File: src/rtl/line_tracker.sv
// Line tracker: synchronises and debounces three IR line sensors, then runs a
// tracking FSM that produces the motor steering mode plus halt/lost flags.
module line_tracker #(
    parameter int unsigned DEB_CYCLES   = 100_000,
    parameter int unsigned LOST_TIMEOUT = 50_000_000
) (
    input  logic       clk_i,
    input  logic       rst_ni,
    input  logic       enable_i,
    input  logic [2:0] sensor_i,
    output logic [2:0] mode_o,
    output logic       halt_o,
    output logic       lost_o
);

    localparam int unsigned CNT_W  = 32;
    localparam int unsigned SENS_W = 3;

    localparam logic [2:0] MODE_STRAIGHT   = 3'b111;
    localparam logic [2:0] MODE_SOFT_LEFT  = 3'b100;
    localparam logic [2:0] MODE_HARD_LEFT  = 3'b110;
    localparam logic [2:0] MODE_SOFT_RIGHT = 3'b011;
    localparam logic [2:0] MODE_HARD_RIGHT = 3'b001;
    localparam logic [2:0] MODE_SLOW       = 3'b000;

    typedef enum logic [1:0] {ST_IDLE, ST_TRACK, ST_SEARCH, ST_HALT} state_e;
    typedef enum logic [1:0] {DIR_CENTER, DIR_LEFT, DIR_RIGHT} dir_e;

    logic [SENS_W-1:0] sync1_q, sync2_q;
    logic [SENS_W-1:0] cand_q, cand_d;
    logic [SENS_W-1:0] stable_q, stable_d;
    logic [CNT_W-1:0]  deb_cnt_q, deb_cnt_d;
    logic [CNT_W-1:0]  lost_cnt_q, lost_cnt_d;
    state_e            state_q, state_d;
    dir_e              last_dir_q, last_dir_d;
    logic [2:0]        mode_q, mode_d;
    logic              halt_q, halt_d;
    logic              lost_q, lost_d;

    logic [2:0]        map_mode;
    dir_e              map_dir;
    logic              line_seen;

    // Debounce: a pattern must stay unchanged for DEB_CYCLES cycles before it is accepted.
    always_comb begin
        cand_d    = cand_q;
        deb_cnt_d = deb_cnt_q;
        stable_d  = stable_q;
        if (sync2_q != cand_q) begin
            cand_d    = sync2_q;
            deb_cnt_d = '0;
        end else if (deb_cnt_q == CNT_W'(DEB_CYCLES - 1)) begin
            stable_d  = cand_q;
        end else begin
            deb_cnt_d = deb_cnt_q + CNT_W'(1);
        end
    end

    // Sensor pattern to steering mode; an empty pattern keeps the last direction.
    always_comb begin
        map_mode = MODE_SLOW;
        map_dir  = last_dir_q;
        case (stable_q)
            3'b010, 3'b111, 3'b101: begin map_mode = MODE_STRAIGHT;   map_dir = DIR_CENTER; end
            3'b110:                 begin map_mode = MODE_SOFT_LEFT;  map_dir = DIR_LEFT;   end
            3'b100:                 begin map_mode = MODE_HARD_LEFT;  map_dir = DIR_LEFT;   end
            3'b011:                 begin map_mode = MODE_SOFT_RIGHT; map_dir = DIR_RIGHT;  end
            3'b001:                 begin map_mode = MODE_HARD_RIGHT; map_dir = DIR_RIGHT;  end
            default: ;
        endcase
    end

    assign line_seen = (stable_q != '0);

    // Next state, then outputs decoded from the state being entered.
    always_comb begin
        state_d    = state_q;
        lost_cnt_d = lost_cnt_q;
        last_dir_d = last_dir_q;
        mode_d     = MODE_SLOW;
        halt_d     = 1'b1;
        lost_d     = 1'b0;

        case (state_q)
            ST_IDLE:   if (enable_i) state_d = ST_TRACK;
            ST_TRACK:  if (!line_seen) begin
                           state_d    = ST_SEARCH;
                           lost_cnt_d = '0;
                       end
            ST_SEARCH: if (line_seen) begin
                           state_d = ST_TRACK;
                       end else if (lost_cnt_q == CNT_W'(LOST_TIMEOUT - 1)) begin
                           state_d = ST_HALT;
                       end else begin
                           lost_cnt_d = lost_cnt_q + CNT_W'(1);
                       end
            ST_HALT:   if (line_seen) state_d = ST_TRACK;
            default:   state_d = ST_IDLE;
        endcase

        if (!enable_i) state_d = ST_IDLE;

        case (state_d)
            ST_TRACK: begin
                mode_d     = map_mode;
                halt_d     = 1'b0;
                last_dir_d = map_dir;
            end
            ST_SEARCH: begin
                halt_d = 1'b0;
                lost_d = 1'b1;
                case (last_dir_q)
                    DIR_LEFT:  mode_d = MODE_HARD_LEFT;
                    DIR_RIGHT: mode_d = MODE_HARD_RIGHT;
                    default:   mode_d = MODE_SLOW;
                endcase
            end
            ST_HALT: lost_d = 1'b1;
            default: ;
        endcase
    end

    always_ff @(posedge clk_i or negedge rst_ni) begin
        if (!rst_ni) begin
            sync1_q    <= '0;
            sync2_q    <= '0;
            cand_q     <= '0;
            stable_q   <= '0;
            deb_cnt_q  <= '0;
            lost_cnt_q <= '0;
            state_q    <= ST_IDLE;
            last_dir_q <= DIR_CENTER;
            mode_q     <= MODE_SLOW;
            halt_q     <= 1'b1;
            lost_q     <= 1'b0;
        end else begin
            sync1_q    <= sensor_i;
            sync2_q    <= sync1_q;
            cand_q     <= cand_d;
            stable_q   <= stable_d;
            deb_cnt_q  <= deb_cnt_d;
            lost_cnt_q <= lost_cnt_d;
            state_q    <= state_d;
            last_dir_q <= last_dir_d;
            mode_q     <= mode_d;
            halt_q     <= halt_d;
            lost_q     <= lost_d;
        end
    end

    assign mode_o = mode_q;
    assign halt_o = halt_q;
    assign lost_o = lost_q;

endmodule

File: config.mk
export PLATFORM = sky130hd
export DESIGN_NAME = line_tracker
export DESIGN_NICKNAME = d
export VERILOG_FILES = /design/src/rtl/line_tracker.sv
export SDC_FILE = /design/constraint.sdc
export NUM_CORES = 1
export LEC_CHECK = 0
export ABC_AREA = 1
export ABC_CLOCK_PERIOD_IN_PS = 6800
export BUFFER_PORTS_ARGS = -buffer_cell sky130_fd_sc_hd__buf_4
export CAP_MARGIN = 20
export CORE_MARGIN = 3
export CORE_UTILIZATION = 40
export DETAILED_ROUTE_END_ITERATION = 12
export PLACE_DENSITY = 0.55
export SYNTH_ARGS = -nofsm -noshare
export SYNTH_HDL_FRONTEND = slang
export SYNTH_SLANG_ARGS = --single-unit
File: constraint.sdc
create_clock -name clk_i -period 6.8 [get_ports clk_i]
set_input_delay 0 -clock clk_i [delete_from_list [all_inputs] [get_ports clk_i]]
set_output_delay 0 -clock clk_i [all_outputs]
set_load 0.01 [all_outputs]
# Word level (Yosys, flattened, before mapping)
# Cells that the tools add are included.
# word_totals
reg_bits,85
inputBits,6
output_inout_bits,5
wordCells,66
# op_classes
n_addsub,2
n_eq_ne,22
mux,18
bitwise,1
reduce_logical,12
# ops
op,count
32-bit two-way mux,5
"32-bit by 1-bit adder with 32-bit output, second input constant",2
32-bit case mux with 2 select lines,1
"32-bit by 17-bit == test with 1-bit output, second input constant",1
"32-bit by 26-bit == test with 1-bit output, second input constant",1
3-bit case mux with 5 select lines,1
"3-bit == test, second input constant",4
3-bit case mux with 2 select lines,2
"2-bit == test, second input constant",5
2-bit two-way mux,5
"2-bit != test, second input constant",4
2-bit case mux with 4 select lines,1
2-bit OR reduction,4
"2-bit by 1-bit == test with 1-bit output, second input constant",3
"3-bit by 2-bit == test with 1-bit output, second input constant",2
2-bit case mux with 3 select lines,1
3-bit nonzero test,2
2-bit AND reduction,2
4-bit AND reduction,1
"3-bit by 1-bit == test with 1-bit output, second input constant",1
3-bit != test,1
3-bit OR reduction,1
2-bit logical NOT,1
1-bit two-way mux,2
other kinds (2),2

# Depth between registers and ports, before layout
# depth
depth_word,8
mapped_depth,15

# Worst setup path after synthesis
# No wires, ideal clock.
# synth_timing
path_type,reg-to-reg
from,reg lost_cnt_q[0]
to,reg lost_q (netlist: lost_o)
setup_ns,0.127
arrival_ns,2.034
t_required_ns,6.673
slack_ns,4.638
path_stages_with_launch,14
period_less_slack_ns,2.162
cell_sequence,dfrtp_1 -> ha_1 -> nand3_2 -> inv_2 -> nand2_1 -> nor2_2 -> nand2_2 -> nand2_2 -> nand2_2 -> buf_6 -> nor2_1 -> inv_1 -> ha_1 -> or2_2
# synth_via
elab_chain_len,8
word_cells_on_any_way,9
cone_classes,3 x eq/ne; 5 x mux; 1 x reduce/logical
# synth_rtl
element,line_no,source
"start, declared",33,"logic [CNT_W-1:0] lost_cnt_q, lost_cnt_d;"
"start signal, assigned",142,lost_cnt_q <= lost_cnt_d;
32-bit by 26-bit == test with 1-bit output *,92,end else if (lost_cnt_q == CNT_W'(LOST_TIMEOUT - 1)) begin
2-bit two-way mux *,92,
2-bit two-way mux *,90,ST_SEARCH: if (line_seen) begin
2-bit case mux with 4 select lines *,84,case (state_q)
2-bit two-way mux *,101,if (!enable_i) state_d = ST_IDLE;
named net state_d[0],34,"state_e state_q, state_d;"
2-bit == test,103,case (state_d)
2-bit OR reduction (no line) *,n/a,
1-bit two-way mux *,103,
named net lost_d,38,"logic lost_q, lost_d;"
"end signal, assigned",147,lost_q <= lost_d;
"end, declared",38,
# The timed path passes the listed nets; every way through them passes the cells marked *.
# A chain may end at the register's enable or synchronous reset.

# Worst setup path after layout
# layout_timing
from,reg lost_cnt_q[0]
to,reg mode_q[2] (netlist: mode_o[2])
# layout_via
elab_chain_len,7
word_cells_on_any_way,8
cone_classes,3 x eq/ne; 5 x mux
# layout_rtl
element,line_no,source
32-bit by 26-bit == test with 1-bit output *,92,
2-bit two-way mux *,92,
2-bit two-way mux *,90,
2-bit case mux with 4 select lines *,84,
2-bit two-way mux *,101,
named net state_d[0],34,
2-bit == test / 2-bit by 1-bit == test with 1-bit output (equally long branches),103,
3-bit case mux with 2 select lines *,103,
named net mode_d[2],36,"logic [2:0] mode_q, mode_d;"
"end signal, assigned",145,mode_q <= mode_d;
"end, declared",36,
# Marks and branches as above.

==> reports/results.tsv <==
stage	metric	value	unit
routing	vias	4685	
power_and_ir_drop	total_power	1.184	mW
place	post-place-ws	4.014	ns
worst_setup_path	critPathSlowestCell	dfrtp_1	
sta	fin_crit_sh	41.43	%
power_and_ir_drop	p_leak	2.480	nW
global_route	grt_util_all_layers	19.12	%
global_route	globalRouteMet3Util	3.371	%
worst_setup_path	crit_fanout	39	
worst_setup_path	endpoint_kind	register	
sta	min_period	2.817	ns
routing	ant_nets	0	
sta	skew	0.005509	ns
finish	final_cell_mix	nand2_1 (284), nor2_1 (162), dfrtp_1 (84)	
global_route	grt_pass1_wl	22110	um
synth	yosys.area.top_type	dfrtp_1	
power_and_ir_drop	swShare	23.87	%
worst_hold_path	hold_class	input port to asynchronous set/reset pin	
floorplan	die_w	119.5	um
sta	rsz0062_at_grt	no	
worst_setup_path	path_cells	ha_1, nand3_2, inv_2, nand2_1, nor2_2, nand2_2, nand2_2, nand2_2, nor2_1, ha_1, inv_1, a21oi_1, nand2_1, a21oi_1	
global_route	top_usage_layer	met2	
synth	synth-seq-area-share	41.34	%
place	dpl_cell_area	0.005348	mm^2
global_route	grt_max_degree	53	
place	routabilityCongestion	0.8995	
clocking	clk_pin_slew	0.06	ns
global_route	antenna_found_initial	0	
worst_setup_path	slowest_delay	0.40	ns
sta	slew_headroom	47.10	%
synth	ys_warn_count	0	
worst_setup_path	cp_common_cell	nand2_2	
outcome	status	finished clean	
clocking	htreeDepth	3	
power_and_ir_drop	combPwrFrac	6.6	%
floorplan	coreArea	0.01231	mm^2
clocking	cts-hold-fix-buffers	5	
synth	synth_area_leaders	dfrtp_1 (41%), nand2_1 (21%), nor2_1 (12%)	
power_and_ir_drop	ir_worst_vdd	0.0002099	V
routing	dr.pass1.iters	5	
place	post-dp-hpwl	9446	um
routing	routedWlPerCell	12.91	um
floorplan	start_util	41.82	%
clocking	cts_sinks	85	
sta	timing.hold.ws	0.1457	ns
clocking	post_cts_resized	0	
finish	nNetsFinal	805	
sta	slew_violations	0	
synth	avgSynthCellArea	6.592	um^2
run	drv_cap	0	
worst_setup_path	path_class	register to register	
synth	yosysUniqueCellTypes	29	
routing	wirelength	12480	um
routing	viasPerCell	4.845	
global_route	grt_overflow	0	
place	dp_cells	946	
global_route	met1_usage	28.20	%
clocking	post_cts_buffers	0	
clocking	cts-buffers-inserted	9	
synth	synth_fp_nets	792	
synth	netlist_area	0.005149	mm^2
floorplan	die_h	119.5	um
worst_setup_path	start_kind	register	
power_and_ir_drop	clkPwrFrac	49.0	%
clocking	root_buffer	clkbuf_16	
finish	fin_util	46.73	%
synth	synth_top_cell_area_share	40.83	%
worst_setup_path	crit_arrival	3.08	ns
power_and_ir_drop	power.density	205.9	mW/mm^2
finish	regArea	0.002128	mm^2
finish	final_common_cell	nand2_1	
floorplan	boundaryPins	11	
finish	multi_input_area	0.002623	mm^2
finish	area_growth	11.74	%
clocking	clock_path_buffers	2	
sta	setup_viol_count_final	0	
synth	syn-instance-count	781	
finish	drive_gt1_share	5.757	%
place	numPortBuffers	10	
routing	drc	0	
clocking	cts_tree	yes	
sta	max_freq	0.3550	GHz
worst_setup_path	worst_ep_required_time	7.06	ns
routing	drt-initial-drc-count	379	
sta	final.setup.tns	0	ns
sta	worst_pin_slew	0.7914	ns
global_route	first_global_vias	4535	
finish	fin_cells	967	
finish	fin_area	0.005753	mm^2
power_and_ir_drop	p_int	901.7	uW
synth	ys_ff_latch	85	
floorplan	die_area	0.01427	mm^2
power_and_ir_drop	power_frac_seq	44.4	%
sta	fin_ws	3.983	ns
finish	fillers	1319	
power_and_ir_drop	p_sw	282.7	uW
sta	finalHoldViolations	0	
clocking	clk_latency	0.34	ns
floorplan	num_rows	40	
finish	antennaDiodeCount	0	
global_route	met2_usage	28.78	%
## worst paths after layout
kind,start,end,slack [ns],cells past startpoint
max,lost_cnt_q[0],mode_o[2],3.98,14
min,rst_ni,deb_cnt_q[27],0.15,2
max reg2reg,lost_cnt_q[0],mode_o[2],3.98,14
min reg2reg,sync1_q[1],sync2_q[1],0.35,0
max in group asynchronous,rst_ni,state_q[0],5.67,3
min in group clk_i,sensor_i[0],sync1_q[0],0.31,2
## registers in the layout, indices dropped and copies added (netlist names)
signal	count
cand_q	3
deb_cnt_q	32
halt_o	1
last_dir_q	2
lost_cnt_q	32
lost_o	1
mode_o	3
stable_q	3
state_q	2
sync1_q	3
sync2_q	3
## layer usage
layer  part of all wire [%]  wire (um)  up-vias
met5                      0          0        -
met4                    1.2        155        0
met3                    3.9        493        8
met2                     43       5388       80
met1                     52       6445     2159
li1                       -          -     2438
## cell families after synthesis
logic type	count (synthesis)	share of synthesized area (%)
simple gates	541	42.84
xor+xnor	19	3.232
buf+inv	95	7.728
flops	85	41.34
compound gates	36	3.645
fa+ha+maj	5	1.215
## critical path: cells and delay by family, from the launching register on
kind,cells,cell delay [ns]
AO/OA/AOI/OAI,2,0.34
adder cells (fa/ha/maj),2,0.51
buffers and inverters,2,0.16
flip-flops,1,0.40
AND/OR/NAND/NOR,8,1.32
## area by class of cell
cell class / instances / share of cell area [%]
Timing Repair Buffer: 16 / 2.305
Clock buffer: 9 / 3.915
Inverter: 81 / 5.285
Clock inverter: 7 / 2.262
Multi-Input combinational cell: 601 / 45.59
Sequential cell: 85 / 36.99
Tap cell: 168 / 3.654
## cells in the mapped netlist
cell type / instances
nand2_1: 284
inv_2: 3
dfrtp_1: 84
a21o_1: 1
nor3_2: 1
nand3b_1: 1
dfstp_2: 1
xnor2_1: 7
nor3_1: 19
o31ai_1: 1
or2_2: 1
nand3_2: 2
nor4_1: 1
ha_1: 5
clkbuf_1: 6
nor2_4: 1
nor2_2: 7
nand3_1: 46
buf_2: 3
nor3b_1: 1
nor2_1: 162
a22oi_1: 1
inv_1: 78
o21ai_0: 21
xor2_1: 12
nand2_2: 3
a21oi_1: 12
buf_6: 5
nand4_1: 12
## power by group through the flow
stage | Clock, mW | Sequential [mW] | Combinational (mW)
final | 0.581 | 0.525 | 0.0780
after global routing | 0.621 | 0.526 | 0.0914
after CTS | 0.603 | 0.525 | 0.0812
after detailed placement | 0 | 0.535 | 0.0785
after global placement | 0 | 0.534 | 0.0787
after floorplan | 0 | 0.535 | 0.0583
No activity file was read; power rests on OpenSTA's default activity.
